--- src/rtl/min_pkg.sv ---
// Shared constants and the constant-width helper used by the min-search tree.
package min_pkg;

    localparam int DEFAULT_ELEMENT_BIT_DEPTH = 14;

    function automatic int clog2(input int value);
        int r;
        r = 0;
        while ((1 << r) < value) r = r + 1;
        return r;
    endfunction

endpackage

--- src/rtl/min_cmp2.sv ---
// Two-input (value, index) minimum select; on equal values the a side (lower lane) is kept.
module min_cmp2 #(
    parameter int VAL_W = 14,
    parameter int IDX_W = 4
) (
    input  logic [VAL_W-1:0] a_val,
    input  logic [IDX_W-1:0] a_idx,
    input  logic [VAL_W-1:0] b_val,
    input  logic [IDX_W-1:0] b_idx,
    output logic [VAL_W-1:0] y_val,
    output logic [IDX_W-1:0] y_idx
);

    logic take_b;

    assign take_b = (b_val < a_val);
    assign y_val  = take_b ? b_val : a_val;
    assign y_idx  = take_b ? b_idx : a_idx;

endmodule

--- src/rtl/min_tree_acc.sv ---
// Streaming minimum search: a registered binary compare tree per beat, followed by
// a running accumulator that reports the group minimum and its flat index.
module min_tree_acc
    import min_pkg::*;
#(
    parameter int ELEMENT_BIT_DEPTH = DEFAULT_ELEMENT_BIT_DEPTH,
    parameter int NUM_ELEMENTS      = 16,
    parameter int MAX_BEATS         = 64,
    localparam int LANE_W = clog2(NUM_ELEMENTS),
    localparam int IDX_W  = (clog2(MAX_BEATS * NUM_ELEMENTS) < 1) ? 1
                                                                   : clog2(MAX_BEATS * NUM_ELEMENTS)
) (
    input  logic                                        clk,
    input  logic                                        rst,
    input  logic                                        in_valid,
    input  logic                                        in_last,
    input  logic [ELEMENT_BIT_DEPTH*NUM_ELEMENTS-1:0]   in_array,
    output logic                                        out_valid,
    output logic [ELEMENT_BIT_DEPTH-1:0]                out_min,
    output logic [IDX_W-1:0]                            out_index,
    output logic                                        out_overflow
);

    // Handshake: a beat is taken on every rising edge with in_valid=1 (no backpressure);
    // out_valid is a single-cycle pulse and the out_* fields hold until the next pulse.

    localparam int W     = ELEMENT_BIT_DEPTH;
    localparam int NODES = NUM_ELEMENTS - 1;
    localparam int CNT_W = (clog2(MAX_BEATS) < 1) ? 1 : clog2(MAX_BEATS);

    // Heap-ordered tree: node k has children 2k+1 (lower lanes) and 2k+2; heap slots
    // at or above NODES are the input lanes themselves.
    logic [W-1:0]      node_val  [NODES];
    logic [LANE_W-1:0] node_lane [NODES];
    logic [W-1:0]      sel_val   [NODES];
    logic [LANE_W-1:0] sel_lane  [NODES];

    for (genvar k = 0; k < NODES; k++) begin : g_node
        logic [W-1:0]      a_val;
        logic [W-1:0]      b_val;
        logic [LANE_W-1:0] a_lane;
        logic [LANE_W-1:0] b_lane;

        if (2 * k + 1 >= NODES) begin : g_leaf
            assign a_val  = in_array[(2*k+1-NODES)*W +: W];
            assign b_val  = in_array[(2*k+2-NODES)*W +: W];
            assign a_lane = LANE_W'(2 * k + 1 - NODES);
            assign b_lane = LANE_W'(2 * k + 2 - NODES);
        end else begin : g_inner
            assign a_val  = node_val[2*k+1];
            assign b_val  = node_val[2*k+2];
            assign a_lane = node_lane[2*k+1];
            assign b_lane = node_lane[2*k+2];
        end

        min_cmp2 #(
            .VAL_W (W),
            .IDX_W (LANE_W)
        ) u_cmp (
            .a_val (a_val),
            .a_idx (a_lane),
            .b_val (b_val),
            .b_idx (b_lane),
            .y_val (sel_val[k]),
            .y_idx (sel_lane[k])
        );
    end

    always_ff @(posedge clk) begin
        for (int k = 0; k < NODES; k++) begin
            node_val[k]  <= sel_val[k];
            node_lane[k] <= sel_lane[k];
        end
    end

    // Bit LANE_W-1 of these shift registers lines up with the root node.
    logic [LANE_W-1:0] stage_valid;
    logic [LANE_W-1:0] stage_last;

    always_ff @(posedge clk) begin
        if (rst) begin
            stage_valid <= '0;
            stage_last  <= '0;
        end else begin
            for (int j = LANE_W - 1; j > 0; j--) begin
                stage_valid[j] <= stage_valid[j-1];
                stage_last[j]  <= stage_last[j-1];
            end
            stage_valid[0] <= in_valid;
            stage_last[0]  <= in_valid & in_last;
        end
    end

    logic             tree_valid;
    logic             tree_last;
    logic             first;
    logic             cnt_full;
    logic [CNT_W-1:0] beat_cnt;
    logic [CNT_W-1:0] this_cnt;
    logic             last_slot;
    logic [W-1:0]     run_min;
    logic [IDX_W-1:0] run_idx;
    logic             run_ovf;
    logic             take;
    logic [IDX_W-1:0] beat_idx;
    logic [W-1:0]     new_min;
    logic [IDX_W-1:0] new_idx;
    logic             new_ovf;

    assign tree_valid = stage_valid[LANE_W-1];
    assign tree_last  = stage_last[LANE_W-1];
    assign this_cnt   = first ? '0 : beat_cnt;
    assign last_slot  = (this_cnt == CNT_W'(MAX_BEATS - 1));
    assign beat_idx   = IDX_W'({this_cnt, node_lane[0]});
    assign take       = first | (node_val[0] < run_min);
    assign new_min    = take ? node_val[0] : run_min;
    assign new_idx    = take ? beat_idx : run_idx;
    // A beat arriving after the last slot was used marks the whole group as overflowed.
    assign new_ovf    = ~first & (run_ovf | cnt_full);

    always_ff @(posedge clk) begin
        if (rst) begin
            first        <= 1'b1;
            beat_cnt     <= '0;
            cnt_full     <= 1'b0;
            run_min      <= '1;
            run_idx      <= '0;
            run_ovf      <= 1'b0;
            out_valid    <= 1'b0;
            out_min      <= '1;
            out_index    <= '0;
            out_overflow <= 1'b0;
        end else begin
            out_valid <= 1'b0;
            if (tree_valid) begin
                run_min  <= new_min;
                run_idx  <= new_idx;
                run_ovf  <= new_ovf;
                first    <= tree_last;
                beat_cnt <= last_slot ? this_cnt : this_cnt + 1'b1;
                cnt_full <= last_slot;
                if (tree_last) begin
                    out_valid    <= 1'b1;
                    out_min      <= new_min;
                    out_index    <= new_idx;
                    out_overflow <= new_ovf;
                end
            end
        end
    end

endmodule

--- config.mk ---
export PLATFORM = sky130hd
export DESIGN_NAME = min_tree_acc
export DESIGN_NICKNAME = d
export VERILOG_FILES = /design/src/rtl/min_pkg.sv /design/src/rtl/min_cmp2.sv /design/src/rtl/min_tree_acc.sv
export SDC_FILE = /design/constraint.sdc
export NUM_CORES = 1
export LEC_CHECK = 0
export BUFFER_PORTS_ARGS = -buffer_cell sky130_fd_sc_hd__buf_2
export CORE_MARGIN = 2
export CORE_UTILIZATION = 30
export CTS_CLUSTER_DIAMETER = 120
export DETAILED_ROUTE_END_ITERATION = 10
export GPL_TIMING_DRIVEN = 0
export HOLD_SLACK_MARGIN = 0.03
export PLACE_DENSITY = 0.47
export SYNTH_ARGS = -nofsm -noshare
export SYNTH_HDL_FRONTEND = slang
export SYNTH_SLANG_ARGS = --single-unit
--- constraint.sdc ---
create_clock -name clk -period 3.7 [get_ports clk]
set_input_delay 0.74 -clock clk [delete_from_list [all_inputs] [get_ports clk]]
set_output_delay 0.74 -clock clk [all_outputs]
set_load 0.02 [all_outputs]
==> metrics.txt, run 1 <==
drt pass-1 iters=4; slowest CP cell=nor2_1; layout cells sized above 1=0.318; sequential area share after synthesis=0.403; TritonCTS buffer count=35; max-cap violations=0; Synth Flop Type=dfxtp_1; DIE AREA=52000 sq um; CTS tree=yes; critical-path maximum fanout=10; setup ws final=1.11 ns; vias in the first global route=11300; P_leak=9.29 nW; clock sinks=303; Slew @ Worst Pin=0.564 ns; Initial Utilization=0.302; crit-path max cell delay=0.42 ns; CTS clock-pin slew for the worst setup and hold paths=0.06 ns; Setup violations, final=0; largest net degree at the start of global routing=14; I/O pins=254; total grt overflow=0; first-pass GRT wire length=57.7 mm; Die H=228 microns; placer congestion estimate=0.821; Root Driver=clkbuf_16; Gate Count Post-Synth=1469; Clock Tree Buf Depth=3; Pins Over Slew Limit=0; syn nets=1906; Mapped Area=15100 sq um; routed wire length per instance=14.5 microns; Worst Path Arrival=3.00 ns; WHS=0.435 ns; vias post-DR=11000; post-route cell area=18300 sq um; setup TNS=0 ns; status=completed; crit share post-route=0.701; startpoint types=primary input; CP cell instances=buf_2 > inv_1 > ha_1 > a21o_1 > a21o_1 > a21oi_1 > o21ai_0 > nor2_1 > buf_2 > mux2_2; CTS-repair resized insts=0; Achievable Freq=386 MHz; Async SR Flop Fraction=0; post-CTS setup buffers=0; layout filler cell count=5119; register bit total from synthesis=303; Detailed Place HPWL=29.3 mm; Vias/cell=4.47; DR iter-0 viols=362; min cycle time layout=2.59 ns; core area=49900 sq um; Post-synth EDFFs=0; syn_area_per_cell=10.3 sq um; Final Hold Fails=0; yosys warns=0; Max VDD drop=328 uV; cell area after placement=17200 sq um; Die X=228 microns; Crit Path Category=in2reg; slew margin rel.=0.620; antenna violations before repair=2; clk_skew=0.0161 ns; ANT nets after route=0; Rows=82; IO Port Bufs=253; drc violations=0; Final #Nets=2196; GR Util All Layers=0.137; RSZ-0062 raised after global routing=no; Clock Latency Late Sink=0.53 ns; Worst Path Buf+Inv=3; H-tree levels=2; pwr dens=580 nW/um^2; post-place setup slack=0.557 ns; Distinct cells, synth=39; Hold WC Path Type=reg2reg; CP delay by family, top=compound AO/OA/AOI/OAI gates; CP endpoint kind=flip-flop; wirelength, routed=35.6 mm; cts hold-fix bufs=0; Req. time, crit path=4.10 ns; P&R area growth vs syn=21.7%
==> area by class of cell <==
type	count	area, sq um	share of cell area
clock buffer	49	1040	0.0567
inverter	226	848	0.0463
sequential	303	6070	0.331
clock inverter	15	114	0.00621
tap	672	841	0.0459
timing repair buffer	253	1270	0.0691
multi-input combinational	910	8000	0.437
buffer	30	140	0.00765
antenna	2	5.00	0.000273
==> power by group <==
part	internal [W]	switching [W]	total, W	leakage, nW
Combinational	0.00150	0.00139	0.00289	6.18
Clock	0.00204	0.00134	0.00338	0.581
Sequential	0.00394	0.000416	0.00435	2.53
Total	0.00747	0.00315	0.0106	9.29
==> path summary, 6_finish.rpt <==
check	end	slack [ns]	cells after the start	startpoint
min	stage_valid[3]	0.43	1	stage_valid[2]
max	node_val[1][12]	1.11	10	in_array[35]
max reg2reg	out_min[5]	1.12	10	run_min[11]
min reg2reg	stage_valid[3]	0.43	1	stage_valid[2]
==> state kept, by name, summed over array words and instances (netlist names), 4 cells and up <==
name,count
out_min,14
run_idx,10
stage_last,4
beat_cnt,6
node_val,210
stage_valid,4
node_lane,26
run_min,14
out_index,10
==> routing by layer <==
layer | vias to the layer above | track usage | share of wire
li1 | 5694 | - | -
met1 | 5077 | 0.178 | 0.48
met2 | 177 | 0.233 | 0.47
met3 | 42 | 0.0236 | 0.037
met4 | 0 | 0.0372 | 0.018
met5 | - | 0 | 0
==> cells in the mapped netlist (all sizes together) (2+ instances only) <==
master,instances,area share
dfxtp,303,0.40
inv,226,0.056
mux2,221,0.17
ha,209,0.17
a21oi,100,0.033
o21ai,63,0.021
a21o,61,0.030
nor2,59,0.016
nand2,36,0.0090
nand4,34,0.014
mux2i,28,0.019
nor2b,24,0.010
buf,20,0.0068
nor3,16,0.0053
a2111oi,15,0.0093
a211o,15,0.0087
clkbuf,10,0.0025
a22o,6,0.0035
a211oi,5,0.0037
nand2b,3,0.0012
and3,2,0.00083
nand3,2,0.00066
==> per-stage QoR <==
step	std cells	power, W	util
finish	2460	0.0106	0.367
global route	2460	0.0114	0.367
CTS	2458	0.0109	0.367
detailed placement	2394	0.00738	0.344
global placement	2394	0.00733	0.344
floorplan	1469	0.00637	-
==> cells in the final DEF, fill, tap and decap left out, types with 7 or more instances in the layout <==
master     instances
mux2i_1           28
clkbuf_8          11
a211o_1           15
a2111oi_0          8
dfxtp_1          303
a21o_1            61
clkbuf_1          13
inv_1            226
ha_1             209
nand2_1           36
a2111oi_1          7
clkinv_2          10
clkbuf_16         35
nor2b_1           24
nor2_2             7
nor3_1            16
nand4_1           34
mux2_2           221
a21oi_1           99
o21ai_0           63
nor2_1            52
buf_2            272
==> logic make-up after synthesis <==
logic type,count (synthesis),share of synthesized area
flip-flops,303,0.403
AO/OA/AOI/OAI,271,0.113
buffers and inverters,256,0.0656
multiplexers,249,0.184
adder cells (fa/ha/maj),209,0.174
AND/OR/NAND/NOR,181,0.0606
(Power assumes the default switching activity.)
==> inputs of run 2 (changes only) <==
- clock period: 3.7 -> 2.55 ns (I/O delays scaled with it)
==> metrics.txt, run 2 (synthesis results as in run 1) <==
first-pass GRT wire length=57.8 mm (+0.20%); antenna violations before repair=2 (unchanged); vias post-DR=11000 (+0.16%); Clock Latency Late Sink=0.53 ns (about the same); startpoint types=flip-flop; combinational fraction of design power=0.277 (+0.005); I/O pins=254 (unchanged); Root Driver=clkbuf_16; largest net degree at the start of global routing=14 (unchanged); pwr dens=842 nW/um^2 (+45%); critical-path maximum fanout=10 (unchanged); P&R area growth vs syn=22.5%; Net Sw Frac=0.296 (about the same); P_leak=9.35 nW (+0.62%); CP cell instances=inv_1 > ha_1 > a21oi_1 > o21ai_0 > o2bb2ai_1 > a21oi_1 > buf_4 > buf_6 > mux2i_1 > a21oi_1; Worst Path Arrival=2.80 ns (-0.20 ns); Rows=82 (unchanged); Final #Nets=2208 (+0.55%); cts hold-fix bufs=0 (unchanged); Vias/cell=4.45 (-0.32%); part of the power in registers=0.407 (-0.003); critical path's most frequent cell=a21oi_1; Non-Filler Instances=2472 (+0.49%); routed wire length per instance=14.4 microns (-0.18%); clock sinks=303 (unchanged); status=completed; TritonCTS buffer count=35 (unchanged); layout cells sized above 1=0.324 (+0.00566); max reg flops=210 (unchanged); H-tree levels=2 (unchanged); Final Hold Fails=0 (unchanged); drt pass-1 iters=4 (unchanged); layout filler cell count=5114 (-0.098%); register with the most flip-flops=node_val; Pins Over Slew Limit=0 (unchanged); Slew @ Worst Pin=0.584 ns (+0.0199 ns); DR iter-0 viols=322 (-11%); max-cap violations=0 (unchanged); clk_skew=0.0157 ns (-0.000330 ns); Initial Utilization=0.302 (unchanged); Clock power frac=0.316 (-0.002); Hold WC Path Type=in2reg; cell depth of the worst flop-to-flop path=10 (unchanged); DIE AREA=52000 sq um (unchanged); CTS clock-pin slew for the worst setup and hold paths=0.06 ns (about the same); vias in the first global route=11400 (+0.28%); Largest regs=node_val (210), node_lane (26); GR Util All Layers=0.137 (+0.000240); Die X=228 microns (unchanged); post-route cell area=18400 sq um (+0.66%); core area=49900 sq um (unchanged); Clock Tree Buf Depth=3 (unchanged); Max VDD drop=484 uV (+48%); cell area after placement=17200 sq um (unchanged); Pwr Total=0.0155 W (+46%); setup ws final=0.133 ns (-0.974 ns); commonest non-fill, non-tap cell in the layout=dfxtp_1; drc violations=0 (unchanged); Req. time, crit path=2.94 ns (-1.16 ns); Die H=228 microns (unchanged); total grt overflow=0 (unchanged); post-place setup slack=-0.363 ns (-0.920 ns); slew margin rel.=0.610 (-0.0103); placer congestion estimate=0.821 (unchanged); CP endpoint kind=flip-flop; min cycle time layout=2.42 ns; IO Port Bufs=253 (unchanged); crit share post-route=0.948; CTS tree=yes; Setup violations, final=0 (unchanged); sw power=0.00460 W (+46%); Crit Path Category=reg2reg; slowest CP cell=o21ai_0; Achievable Freq=414 MHz; P_int=0.0109 W (+46%); ANT nets after route=0 (unchanged); wirelength, routed=35.7 mm (+0.31%); crit-path max cell delay=0.46 ns (+0.04 ns); WHS Path Cells=2 (+1); dpl cells=2394 (unchanged); commonest cells after routing, fill and taps aside=dfxtp_1, buf_2, inv_1, mux2_2, ha_1; Detailed Place HPWL=29.3 mm (unchanged)
run 2: area by class of cell:
type	instances	area, sq um	area share
inverter	226	848	0.0460
clock inverter	15	114	0.00617
clock buffer	49	1040	0.0563
tap	672	841	0.0456
buffer	30	155	0.00841
multi-input combinational	910	8020	0.435
timing repair buffer	265	1360	0.0735
sequential	303	6070	0.329
antenna	2	5.00	0.000271
run 2: timing repair:
| item | 4_1_cts | 5_1_grt |
|---|---|---|
| buffers inserted | 1 | 11 |
| setup endpoints to repair | 27 | 61 |
| gates resized for setup | 3 | 7 |
| pin swaps | 1 | 5 |
run 2: critical path: cells and delay by family, from the launching register on:
kind | cells | cell delay, ns
AO/OA/AOI/OAI | 5 | 0.96
multiplexers | 1 | 0.23
flip-flops | 1 | 0.36
buffers and inverters | 3 | 0.45
adder cells (fa/ha/maj) | 1 | 0.30
run 2: through the flow:
stage                     TNS (ns)  hold WS (ns)  utilization
after floorplan                  0         0.414            -
after global placement      -16.46         0.419        0.344
after detailed placement    -19.06         0.423        0.344
after CTS                        0         0.197        0.368
after global routing       -0.0136         0.207        0.370
final                            0         0.220        0.370
run 2: final timing paths:
path,startpoint,end,slack (ns)
worst max-delay path,run_min[11],out_min[10],0.13
worst min-delay path,in_last,stage_last[0],0.22
worst max register to register,run_min[11],out_min[10],0.13
worst min register to register,stage_valid[2],stage_valid[3],0.43
run 2: per-layer routing:
metal  GRT usage  share of wire  wire length, microns  vias to the layer above
li1            -              -                     -                     5713
met1       0.178           0.48                 17000                     5095
met5           0              0                     0                        -
met3      0.0236          0.035                  1260                       45
met4      0.0372          0.019                   687                        0
met2       0.234           0.47                 16800                      155
run 2: power by group through the flow:
stage	Combinational [W]	Clock [W]	Sequential (W)
3_3_place_gp	0.00420	0	0.00644
4_1_cts	0.00434	0.00510	0.00635
2_1_floorplan	0.00311	0	0.00613
5_1_grt	0.00490	0.00531	0.00645
3_5_place_dp	0.00426	0	0.00645
6_report	0.00430	0.00490	0.00632
==> inputs of run 3 (changes only) <==
--- a/config.mk
+++ b/config.mk
@@ -12,3 +12,2 @@
 export DETAILED_ROUTE_END_ITERATION = 10
-export GPL_TIMING_DRIVEN = 0
 export HOLD_SLACK_MARGIN = 0.03
==> constraint.sdc (replaced) <==
create_clock -name clk -period 2.55 [get_ports clk]
set_input_delay 0.3825 -clock clk [delete_from_list [all_inputs] [get_ports clk]]
set_output_delay 0.3825 -clock clk [all_outputs]
set_load 0.02 [all_outputs]
==> metrics.txt, run 3 (synthesis results as in run 1) <==
routed wire length per instance=14.3 microns (-0.68%); DIE AREA=52000 sq um (unchanged); DR iter-0 viols=305 (-5.3%); vias post-DR=10800 (-1.7%); Pins Over Slew Limit=0 (unchanged); I/O pins=254 (unchanged); CTS clock-pin slew for the worst setup and hold paths=0.06 ns (about the same); Clock Latency Late Sink=0.54 ns (about the same); Hold WC Path Type=in2reg; multi-input logic area=8020 sq um (about the same); post-place setup slack=0.202 ns (+0.565 ns); P&R area growth vs syn=23.7%; Clock power frac=0.337 (+0.021); vias in the first global route=11200 (-2.0%); layout cells sized above 1=0.327 (+0.00296); drt pass-1 iters=5 (+1); met2 routed WL=16.3 mm (-2.7%); ANT nets after route=0 (unchanged); Final #Nets=2205 (-0.14%); core area=49900 sq um (unchanged); clock sinks=303 (unchanged); largest net degree at the start of global routing=29 (+15); Worst Path Arrival=2.65 ns (-0.15 ns); Achievable Freq=449 MHz (+8.5%); Die X=228 microns (unchanged); CTS tree=yes; Vias/cell=4.38 (-1.6%); Max VDD drop=493 uV (+1.8%); Crit Path Category=reg2reg; part of the power in registers=0.395 (-0.012); Detailed Place HPWL=28.8 mm (-1.8%); met1 WL=16.9 mm (-0.27%); GR Util All Layers=0.138 (+0.000578); register with the most flip-flops=node_val; layout filler cell count=5055 (-1.2%); total grt overflow=0 (unchanged); Antenna diodes=0 (-2); min cycle time layout=2.23 ns (-0.189 ns); Max Used Layer=met4; sw power=0.00469 W (+1.9%); TritonCTS buffer count=38 (+8.6%); P_leak=9.44 nW (+0.99%); drc violations=0 (unchanged); status=completed; IO Port Bufs=253 (unchanged); crit share post-route=0.874 (-0.0742); antenna violations before repair=0 (-2); critical-path maximum fanout=6 (-4); Req. time, crit path=2.97 ns (+0.03 ns); commonest non-fill, non-tap cell in the layout=dfxtp_1; placer congestion estimate=0.780 (-5.0%); met3 wire len=1.26 mm (+0.16%); post-route cell area=18600 sq um (+1.0%); P_int=0.0114 W (+4.3%); setup TNS=0 ns (unchanged); startpoint types=flip-flop; combinational fraction of design power=0.268 (-0.009); register area=6070 sq um (unchanged); setup ws final=0.322 ns (+0.189 ns); wirelength, routed=35.4 mm (-0.80%); Root Driver=clkbuf_16; Slew @ Worst Pin=0.676 ns (+0.0919 ns); Clock Tree Buf Depth=3 (unchanged); Setup violations, final=0 (unchanged); post-CTS setup buffers=0 (-1); Initial Utilization=0.302 (unchanged); first-pass GRT wire length=57.8 mm (about the same); CP endpoint kind=flip-flop; Die H=228 microns (unchanged); Net Sw Frac=0.291 (-0.00474); H-tree levels=2 (unchanged); commonest cells after routing, fill and taps aside=dfxtp_1, buf_2, inv_1, mux2_2, ha_1; Pwr Total=0.0161 W (+3.6%); pwr dens=863 nW/um^2 (+2.6%); max-cap violations=0 (unchanged); Largest regs=node_val (210), node_lane (26); cell area after placement=17300 sq um (+0.93%); Rows=82 (unchanged); max reg flops=210 (unchanged); slew margin rel.=0.549 (-0.0603); Final Hold Fails=0 (unchanged); clk_skew=0.0115 ns (-0.00424 ns); RSZ-0062 raised after global routing=no
## run 3: changes by cell type in the layout (fill, tap and decap cells not counted), moves of 2 or more
cell       before  now
clkbuf_4        3    0
diode_2         2    0
clkbuf_1       12    5
clkbuf_8       11   14
clkinv_2       10    5
buf_2         268  253
buf_12          0    2
buf_4          13   33
clkbuf_16      35   38
## run 3: final timing paths
path,start,end,slack (ns),cells past startpoint
min reg2reg,stage_valid[2],stage_valid[3],0.44,1
min,in_array[37],node_val[1][9],0.08,2
max reg2reg,run_min[13],out_min[0],0.32,10
max,run_min[13],out_min[0],0.32,10
## run 3: metal layers
metal / GRT usage / up-vias
li1: - / 5725
met1: 0.179 / 4871
met2: 0.230 / 166
met3: 0.0231 / 60
met4: 0.0470 / 0
met5: 0 / -
## run 3: power groups by stage
stage                     sequential [W]  combinational, W  clock [W]
after detailed placement         0.00649           0.00436          0
after floorplan                  0.00613           0.00311          0
after global placement           0.00649           0.00431          0
after CTS                        0.00639           0.00441    0.00566
final                            0.00635           0.00431    0.00542
after global routing             0.00649           0.00492    0.00583
## run 3: layout make-up
type / instances / share of cell area
Inverter: 226 / 0.0455
Timing Repair Buffer: 289 / 0.0839
Clock inverter: 12 / 0.00719
Multi-Input combinational cell: 910 / 0.430
Tap cell: 672 / 0.0451
Sequential cell: 303 / 0.326
Clock buffer: 57 / 0.0624
## run 3: what timing repair did
| action | 4_1_cts | 5_1_grt |
|---|---|---|
| gates resized for setup | 0 | 0 |
| hold buffers | 1 | 0 |
| hold endpoints to repair | 1 | 0 |
## run 3: critical path: stages, from the launching register on
cell,delay [ns]
dfxtp_1,0.34
inv_1,0.05
ha_1,0.31
nand2_1,0.05
o21ai_0,0.42
o2bb2ai_1,0.27
a21oi_2,0.06
buf_4,0.19
buf_4,0.17
mux2i_1,0.17
a21oi_1,0.08
## run 3: stage by stage
step | std cells | hold slack, ns | util
floorplan | 1469 | 0.414 | -
global placement | 2399 | 0.427 | 0.347
detailed placement | 2399 | 0.428 | 0.347
CTS | 2469 | 0.0423 | 0.374
global route | 2469 | 0.0659 | 0.374
finish | 2469 | 0.0790 | 0.374
